### src/rtl/pc_fetch_pkg.sv
// Shared types and helpers for the PC fetch sequencer.
package pc_fetch_pkg;

  // Fetch sequencer states.
  typedef enum logic [1:0] {
    IDLE = 2'd0,
    REQ  = 2'd1,
    OUT  = 2'd2
  } state_t;

  // Next-PC source selection for pc_next_sel.
  typedef enum logic [1:0] {
    SEL_HOLD  = 2'd0,
    SEL_INC   = 2'd1,
    SEL_REDIR = 2'd2,
    SEL_PEND  = 2'd3
  } pc_sel_t;

  // Mask of the low address bits that must be zero for an INC-aligned PC.
  // INC is a power of two, so INC-1 is exactly those bits.
  function automatic logic [63:0] align_mask(input int unsigned inc);
    return 64'(inc) - 64'd1;
  endfunction

endpackage

### src/rtl/pc_next_sel.sv
// Combinational next-PC mux: sequential increment, aligned redirect target,
// pending target or hold. Also flags a misaligned redirect target.
module pc_next_sel
  import pc_fetch_pkg::*;
#(
  parameter int unsigned N   = 32,
  parameter int unsigned INC = 4
) (
  input  pc_sel_t        sel,
  input  logic [N-1:0]   pc,
  input  logic [N-1:0]   redirect_target,
  input  logic [N-1:0]   pend_target,
  output logic [N-1:0]   next_pc,
  output logic [N-1:0]   aligned_target,
  output logic           misalign
);

  localparam logic [N-1:0] MASK = N'(align_mask(INC));
  localparam logic [N-1:0] STEP = N'(INC);

  // Clear the low alignment bits and report whether any were set.
  always_comb begin
    aligned_target = redirect_target & ~MASK;
    misalign       = |(redirect_target & MASK);
  end

  // Select the next PC; the increment wraps modulo 2^N by construction.
  always_comb begin
    unique case (sel)
      SEL_INC:   next_pc = pc + STEP;
      SEL_REDIR: next_pc = aligned_target;
      SEL_PEND:  next_pc = pend_target;
      default:   next_pc = pc;
    endcase
  end

endmodule

### src/rtl/pc_fetch_sequencer.sv
// CPU front-end fetch sequencer: one imem req/ack per instruction, then a
// valid/ready hand-off to decode. Execute redirects squash wrong-path work.
module pc_fetch_sequencer
  import pc_fetch_pkg::*;
#(
  parameter int unsigned  N        = 32,
  parameter logic [N-1:0] RESET_PC = '0,
  parameter int unsigned  INC      = 4
) (
  input  logic         clk,
  input  logic         rst,
  output logic         imem_req,
  output logic [N-1:0] imem_addr,
  input  logic         imem_ack,
  input  logic [N-1:0] imem_rdata,
  input  logic         redirect_valid,
  input  logic [N-1:0] redirect_target,
  output logic         instr_valid,
  input  logic         instr_ready,
  output logic [N-1:0] instr,
  output logic [N-1:0] instr_pc,
  output logic         misalign_err
);

  state_t       state, state_n;
  pc_sel_t      sel;
  logic [N-1:0] pc, next_pc;
  logic [N-1:0] aligned_target;
  logic         misalign;
  logic         pend, pend_n;
  logic [N-1:0] pend_target, pend_target_n;
  logic         capture;

  pc_next_sel #(
    .N   (N),
    .INC (INC)
  ) u_next_sel (
    .sel             (sel),
    .pc              (pc),
    .redirect_target (redirect_target),
    .pend_target     (pend_target),
    .next_pc         (next_pc),
    .aligned_target  (aligned_target),
    .misalign        (misalign)
  );

  // The address is the PC register itself, so it cannot move while a
  // request is outstanding: the PC only changes on ack or outside REQ.
  assign imem_addr = pc;

  // Next-state, PC source and pending-redirect decisions.
  always_comb begin
    // NOTE: every output of this block gets a default first so no path
    // leaves a variable unassigned and a latch is never inferred.
    state_n       = state;
    sel           = SEL_HOLD;
    pend_n        = pend;
    pend_target_n = pend_target;
    capture       = 1'b0;
    unique case (state)
      IDLE: begin
        state_n = REQ;
        if (redirect_valid) sel = SEL_REDIR;
      end
      REQ: begin
        if (imem_ack) begin
          if (redirect_valid) begin
            // Wrong-path data: drop it and restart from the new target.
            sel     = SEL_REDIR;
            pend_n  = 1'b0;
            state_n = IDLE;
          end else if (pend) begin
            sel     = SEL_PEND;
            pend_n  = 1'b0;
            state_n = IDLE;
          end else begin
            sel     = SEL_INC;
            capture = 1'b1;
            state_n = OUT;
          end
        end else if (redirect_valid) begin
          // Memory still owns the request; remember the target, last wins.
          pend_n        = 1'b1;
          pend_target_n = aligned_target;
        end
      end
      OUT: begin
        // A redirect beats a same-cycle ready: the instruction is dropped.
        if (redirect_valid) begin
          sel     = SEL_REDIR;
          state_n = REQ;
        end else if (instr_ready) begin
          state_n = REQ;
        end
      end
      default: state_n = IDLE;
    endcase
  end

  // State, PC, pending redirect and registered outputs.
  always_ff @(posedge clk) begin
    // NOTE: sequential state uses non-blocking assignments so every register
    // samples the pre-edge values, independent of statement order.
    if (!rst) begin
      state        <= IDLE;
      pc           <= RESET_PC;
      pend         <= 1'b0;
      pend_target  <= '0;
      imem_req     <= 1'b0;
      instr_valid  <= 1'b0;
      instr        <= '0;
      instr_pc     <= '0;
      misalign_err <= 1'b0;
    end else begin
      state        <= state_n;
      pc           <= next_pc;
      pend         <= pend_n;
      pend_target  <= pend_target_n;
      imem_req     <= (state_n == REQ);
      instr_valid  <= (state_n == OUT);
      misalign_err <= redirect_valid && misalign;
      if (capture) begin
        instr    <= imem_rdata;
        instr_pc <= pc;
      end
    end
  end

endmodule

### config.mk
export PLATFORM = sky130hd
export DESIGN_NAME = pc_fetch_sequencer
export DESIGN_NICKNAME = d
export VERILOG_FILES = /design/src/rtl/pc_fetch_pkg.sv /design/src/rtl/pc_next_sel.sv /design/src/rtl/pc_fetch_sequencer.sv
export SDC_FILE = /design/constraint.sdc
export NUM_CORES = 1
export LEC_CHECK = 0
export BUFFER_PORTS_ARGS = -buffer_cell sky130_fd_sc_hd__buf_2
export CAP_MARGIN = 15
export CORE_AREA = 2 2 120 122
export DETAILED_ROUTE_END_ITERATION = 6
export DIE_AREA = 0 0 122 124
export PLACE_DENSITY = 0.71
export SLEW_MARGIN = 10
export SYNTH_ARGS = -nofsm -noshare
export SYNTH_HDL_FRONTEND = slang
export SYNTH_SLANG_ARGS = --single-unit
export TNS_END_PERCENT = 30
### constraint.sdc
create_clock -name clk -period 4.8 [get_ports clk]
set_input_delay 0.72 -clock clk [delete_from_list [all_inputs] [get_ports clk]]
set_output_delay 0.72 -clock clk [all_outputs]
set_load 0.01 [all_outputs]
# ---- After elaboration in Yosys (flattened, before gate mapping)
# Cells that the tools add are included.
dict set report totals {
  output_inout_bits 99
  reg_bits 132
  inputBits 69
  word_cells 44
}
dict set report op_classes {
  add_sub_neg 1
  n_mux 18
  bitwise 1
  n_eq_ne 7
  n_reduce_logical 8
}
# op count
set ops {}
lappend ops {{case mux 32 bit (3 select lines)} 1}
lappend ops {{adder 32 x 3 -> 32 bit, second input constant} 1}
lappend ops {{2-to-1 mux 2 bit} 9}
lappend ops {{equality test 2 bit, second input constant} 4}
lappend ops {{equality test 2 x 1 -> 1 bit, second input constant} 3}
lappend ops {{2-to-1 mux 1 bit} 6}
lappend ops {{case mux 2 bit (3 select lines)} 1}
lappend ops {{case mux 2 bit (2 select lines)} 1}
lappend ops {{OR reduction 2 bit} 2}
lappend ops {{AND reduction 3 bit} 1}
lappend ops {{nonzero test 3 bit} 1}
lappend ops {{logical NOT 2 bit} 1}
lappend ops {{AND reduction 2 bit} 1}
lappend ops {{nonzero test 2 bit} 1}
lappend ops {{logical AND 1 bit} 1}
lappend ops {{inverter 1 bit} 1}

# ---- Logic depth before layout (Yosys ltp)
dict set report logic_depth {
  word_depth 6
  ltp_mapped 7
  mapped_depth_nobuf 6
}

# ---- By module
# From an unflattened synthesis, not the netlist that was laid out.
dict set report unflattened {
  cells_unflattened 776
  area_unflattened_um2 6563.8
}
# mod cells_per_inst area_per_inst_um2 n_inst
set by_module_without_submodules {}
lappend by_module_without_submodules {pc_fetch_sequencer 512 4793.3 1}
lappend by_module_without_submodules {pc_next_sel 264 1770.4 1}

# ---- Worst setup path before layout
# No wires, ideal clock.
dict set report synth_timing {
  kind {input to register}
  start {input port redirect_valid}
  end {register pc[31] (netlist: imem_addr[31])}
  stages 6
  setup_slack_ns 2.793
  n_path_buf 1
  arrival_time_ns 1.928
  path_cell_list {or2_1 > clkbuf_1 > nor2_2 > nand2_1 > or4_1 > o211ai_1}
}
dict set report synth_between {
  elab_chain_cells 5
  word_cells_on_any_way 9
  classes_between {eq/ne (3); mux (5); reduce/logical (1)}
}
# element line_no
set synth_rtl {}
lappend synth_rtl {{from (decl)} pc_fetch_sequencer.sv:16} ;# input logic redirect_valid,
lappend synth_rtl {{2-to-1 mux 2 bit} pc_fetch_sequencer.sv:67} ;# if (redirect_valid) begin
lappend synth_rtl {{2-to-1 mux 2 bit} pc_fetch_sequencer.sv:66} ;# if (imem_ack) begin
lappend synth_rtl {{case mux 2 bit (2 select lines) (*)} pc_fetch_sequencer.sv:60} ;# unique case (state)
lappend synth_rtl {{equality test 2 bit or equality test 2 x 1 -> 1 bit (tied branches)} pc_next_sel.sv:29} ;# unique case (sel)
lappend synth_rtl {{case mux 32 bit (3 select lines) or nonzero test 3 bit (tied branches)} -}
lappend synth_rtl {{to (signal assigned)} pc_fetch_sequencer.sv:116} ;# pc <= next_pc;
lappend synth_rtl {{to (decl)} pc_fetch_sequencer.sv:27} ;# logic [N-1:0] pc, next_pc;
# Mark *: on every way between the ends. The rest lies on a longest branch, timed or not.
# A chain may end at the register's enable or synchronous reset.

# ---- Worst setup path in the final report
dict set report layout_timing {
  start {input port redirect_valid}
  end {register pend_target[13]}
}
dict set report layout_between {
  elab_chain_cells 1
}
# element line_no
set layout_rtl {}
lappend layout_rtl {{AND reduction 3 bit (no line)} -}
lappend layout_rtl {{to (signal assigned)} pc_fetch_sequencer.sv:118} ;# pend_target <= pend_target_n;
lappend layout_rtl {{to (decl)} pc_fetch_sequencer.sv:31} ;# logic [N-1:0] pend_target, pend_target_n;
# No other way between the ends.

==> implementation parameters <==
Parameter                              Value

Cells and area
  Final std cell area, no fill    6970 µm²
  Number of fill cells    1369
  Number of antenna cells inserted    0
  Post-layout nets    899
  Ratio of cells with drive above 1 in the final layout    26.0%
  Syn-to-layout area delta    27.9%

CTS
  Number of cells upsized or downsized after cts    0
  Clock latency on the worst-skew pair    0.42 ns
  Count of H-tree levels built during CTS    4
  Total clock sinks    128
  CTS buffer count    17
  Number of buffers inserted by hold repair at cts    0
  Clock slew at the register clock pins of the worst setup and hold paths    0.06 ns
  Clock tree from TritonCTS    done
  Buffer cell driving the clock tree root    clkbuf_16
  Number of buffers on the longest clock path    2
  Number of buffers added for setup after CTS    0

Timing
  RSZ-0062 raised after global routing    false
  Worst slew slack as a fraction of its limit    27.8%
  Final min period    2.60 ns
  Setup Viol. Count Final    0
  Final Hold Viols    0
  Portion of the clock cycle consumed by the worst path in the final layout    54.2%
  TNS Setup    0 ns
  Final setup skew    0.00784 ns
  Peak clock frequency supported by timing    384 MHz
  Final worst-path setup slack    2.20 ns
  Least-Margin Pin Slew    1.08 ns
  Max Slew Vio Count    0

Power
  Tot Pwr    2.78 mW
  Leakage power total    2.87 nW
  Worst supply voltage drop on vdd    0.278 mV
  Power per unit of standard cell area    398 nW/µm²

Floorplanning
  Standard cell core area    13700 µm²
  Boundary pin count    168
  Overall die area    15100 µm²
  Horizontal die dimension    122 µm
  Y dimension of the die    124 µm
  Placement Rows    43
  Initial Util    39.8%

Min path
  Cell count of the worst hold path    2
  Worst hold start    instr_pc[28]
  Classification of the worst-slack hold path    reg2reg
  Worst min-delay path endpoint    instr_pc[28]

Synth
  Share of the synthesized area in the top cell type    47.0%
  Count of flip-flops with a built-in enable after synthesis    0
  Synth Warn #    0
  Sequential share of the synthesized area    47.0%
  Async S/R FF share, synth    0%
  Unique masters post-synth    61
  Most instantiated library cell after synthesis    nand2_1
  Top cells by count, synth    196 x nand2_1, 128 x dfxtp_1, 111 x a21oi_1
  Count of state elements after synthesis    128
  Most area-hungry cell type in the Yosys netlist    dfxtp_1
  Synthesized instance count    689
  Ranking of synthesized cells by area    dfxtp_1 47%, nand2_1 13%, a21oi_1 10%, clkbuf_1 2.3%, nand3_1 2.2%
  Average footprint of a synthesized cell    7.92 µm²
  Post-synth top flop    dfxtp_1
  Post-synthesis instance area    5450 µm²

Global route
  Met2 layer usage reported by global route    30.0%
  GRT met3 Usage    5.31%
  Via count of the first global-routing pass    4639
  Pin count of the biggest net entering global routing    64
  GRT met1 Usage    30.3%
  Initial antenna violation count    0
  Overall overflow remaining after global route    0
  Global-route wire length before repair    24700 µm
  Most congested layer reported by global routing    met1
  Total track usage    20.9%

Job
  Number of max-cap violations    0

Critical path
  Critical path start-end classification    in2reg
  RR Startpoint    state[0]
  Destination of the worst register-to-register timing path    imem_addr[23]
  Worst setup SP type    primary input
  Data required time of the worst path    5.14 ns
  WP data arrival    2.94 ns
  R2R cell count    6
  Worst setup EP type    register
  Flop-to-flop setup slack    2.23 ns
  Highest net fanout along the worst path    21

Routing
  Vias/cell    5.36
  Number of vias in the routed layout    5473
  Post-detailed-route count of antenna-violating nets    0
  Routed WL per cell    15.7 µm
  Detailed-route DRC error count    0
  Router iterations before antenna repair    5
  Initial DRC Count    506
  Wire length after detailed routing    16100 µm

Placement
  Final GP Congestion    0.826
  IO buf count    163
  Total half-perimeter wirelength after legalization and detailed placement    11000 µm
  Pre-CTS setup slack    1.79 ns
  Cell Area, Placed    6350 µm²

Run status
  Outcome    completed
flip-flops by register name, summed over array words and instances (netlist names):
register,flops
pend,1
instr,32
imem_req,1
instr_valid,1
state,2
imem_addr,30
instr_pc,30
misalign_err,1
pend_target,30
metal layers:
layer,up-vias,share of wire (%)
met5,-,0
met4,0,1.9
met3,22,7.3
met2,203,44
met1,2545,47
li1,2703,-
cell type report:
type                    instances  area [µm²]  share of cell area, %
repair buffers                172         883                   12.7
clock buffers                  21         470                   6.75
clock inverters                11         154                   2.21
multi-input cells             503        2650                   38.0
well taps                     180         225                   3.23
flip-flops and latches        128        2560                   36.7
inverters                       7        27.5                  0.395
logic make-up (layout without fill, tap and decap cells):
family	count (synthesis)	in the layout	share of synthesized area (%)
adder cells (fa/ha/maj)	1	1	0.229
buffers and inverters	61	211	4.91
AO/OA/AOI/OAI	202	202	23.1
flip-flops	128	128	47.0
XOR/XNOR	3	3	0.482
multiplexers	1	1	0.184
other	1	4	0.0688
AND/OR/NAND/NOR	292	292	24.0
how the worst max path moves through the flow:
stage | startpoint | end | slack (ns) | depth (start not counted)
floorplan | redirect_valid | imem_addr[31] | 2.79 | 6
global placement | redirect_valid | pend_target[15] | 1.88 | 7
detailed placement | redirect_valid | pend_target[16] | 1.79 | 7
CTS | redirect_valid | pend_target[13] | 2.21 | 7
global route | state[0] | imem_addr[23] | 1.94 | 6
finish | redirect_valid | pend_target[13] | 2.20 | 7
worst max-delay path, cell delays in order:
cell	delay, ns
buf_2	0.35
inv_1	0.19
or3_1	0.43
nor2_1	0.68
buf_4	0.36
nand2_1	0.09
a21oi_1	0.11
cells in the final DEF, fill, tap and decap left out, drive strengths merged, types with 3 or more instances in the layout:
master / n
nand2: 196
o21a: 5
a221oi: 6
inv: 8
dfxtp: 128
o211ai: 4
o21ai: 16
nor2: 20
a22oi: 8
clkinv: 5
nand4: 8
or2: 3
a22o: 3
buf: 172
nor4: 7
xnor2: 3
a222oi: 5
a211oi: 6
a221o: 9
nand3: 25
clkbuf: 21
bufinv: 3
nor3: 11
or3: 3
and3: 8
a31oi: 8
conb: 4
a21oi: 113
power by group:
| part | internal (mW) | switching (mW) |
|---|---|---|
| logic | 0.106 | 0.169 |
| registers | 1.11 | 0.0531 |
| clock network | 0.862 | 0.482 |
per-stage QoR:
stage               instances  util, %  hold WS, ns
finish                   1022     50.8        0.448
global route             1022     50.8        0.465
CTS                      1022     50.8        0.451
detailed placement        990     46.3        0.443
global placement          990     46.3        0.439
floorplan                 692        -        0.436
No activity file was read; power rests on OpenSTA's default activity.
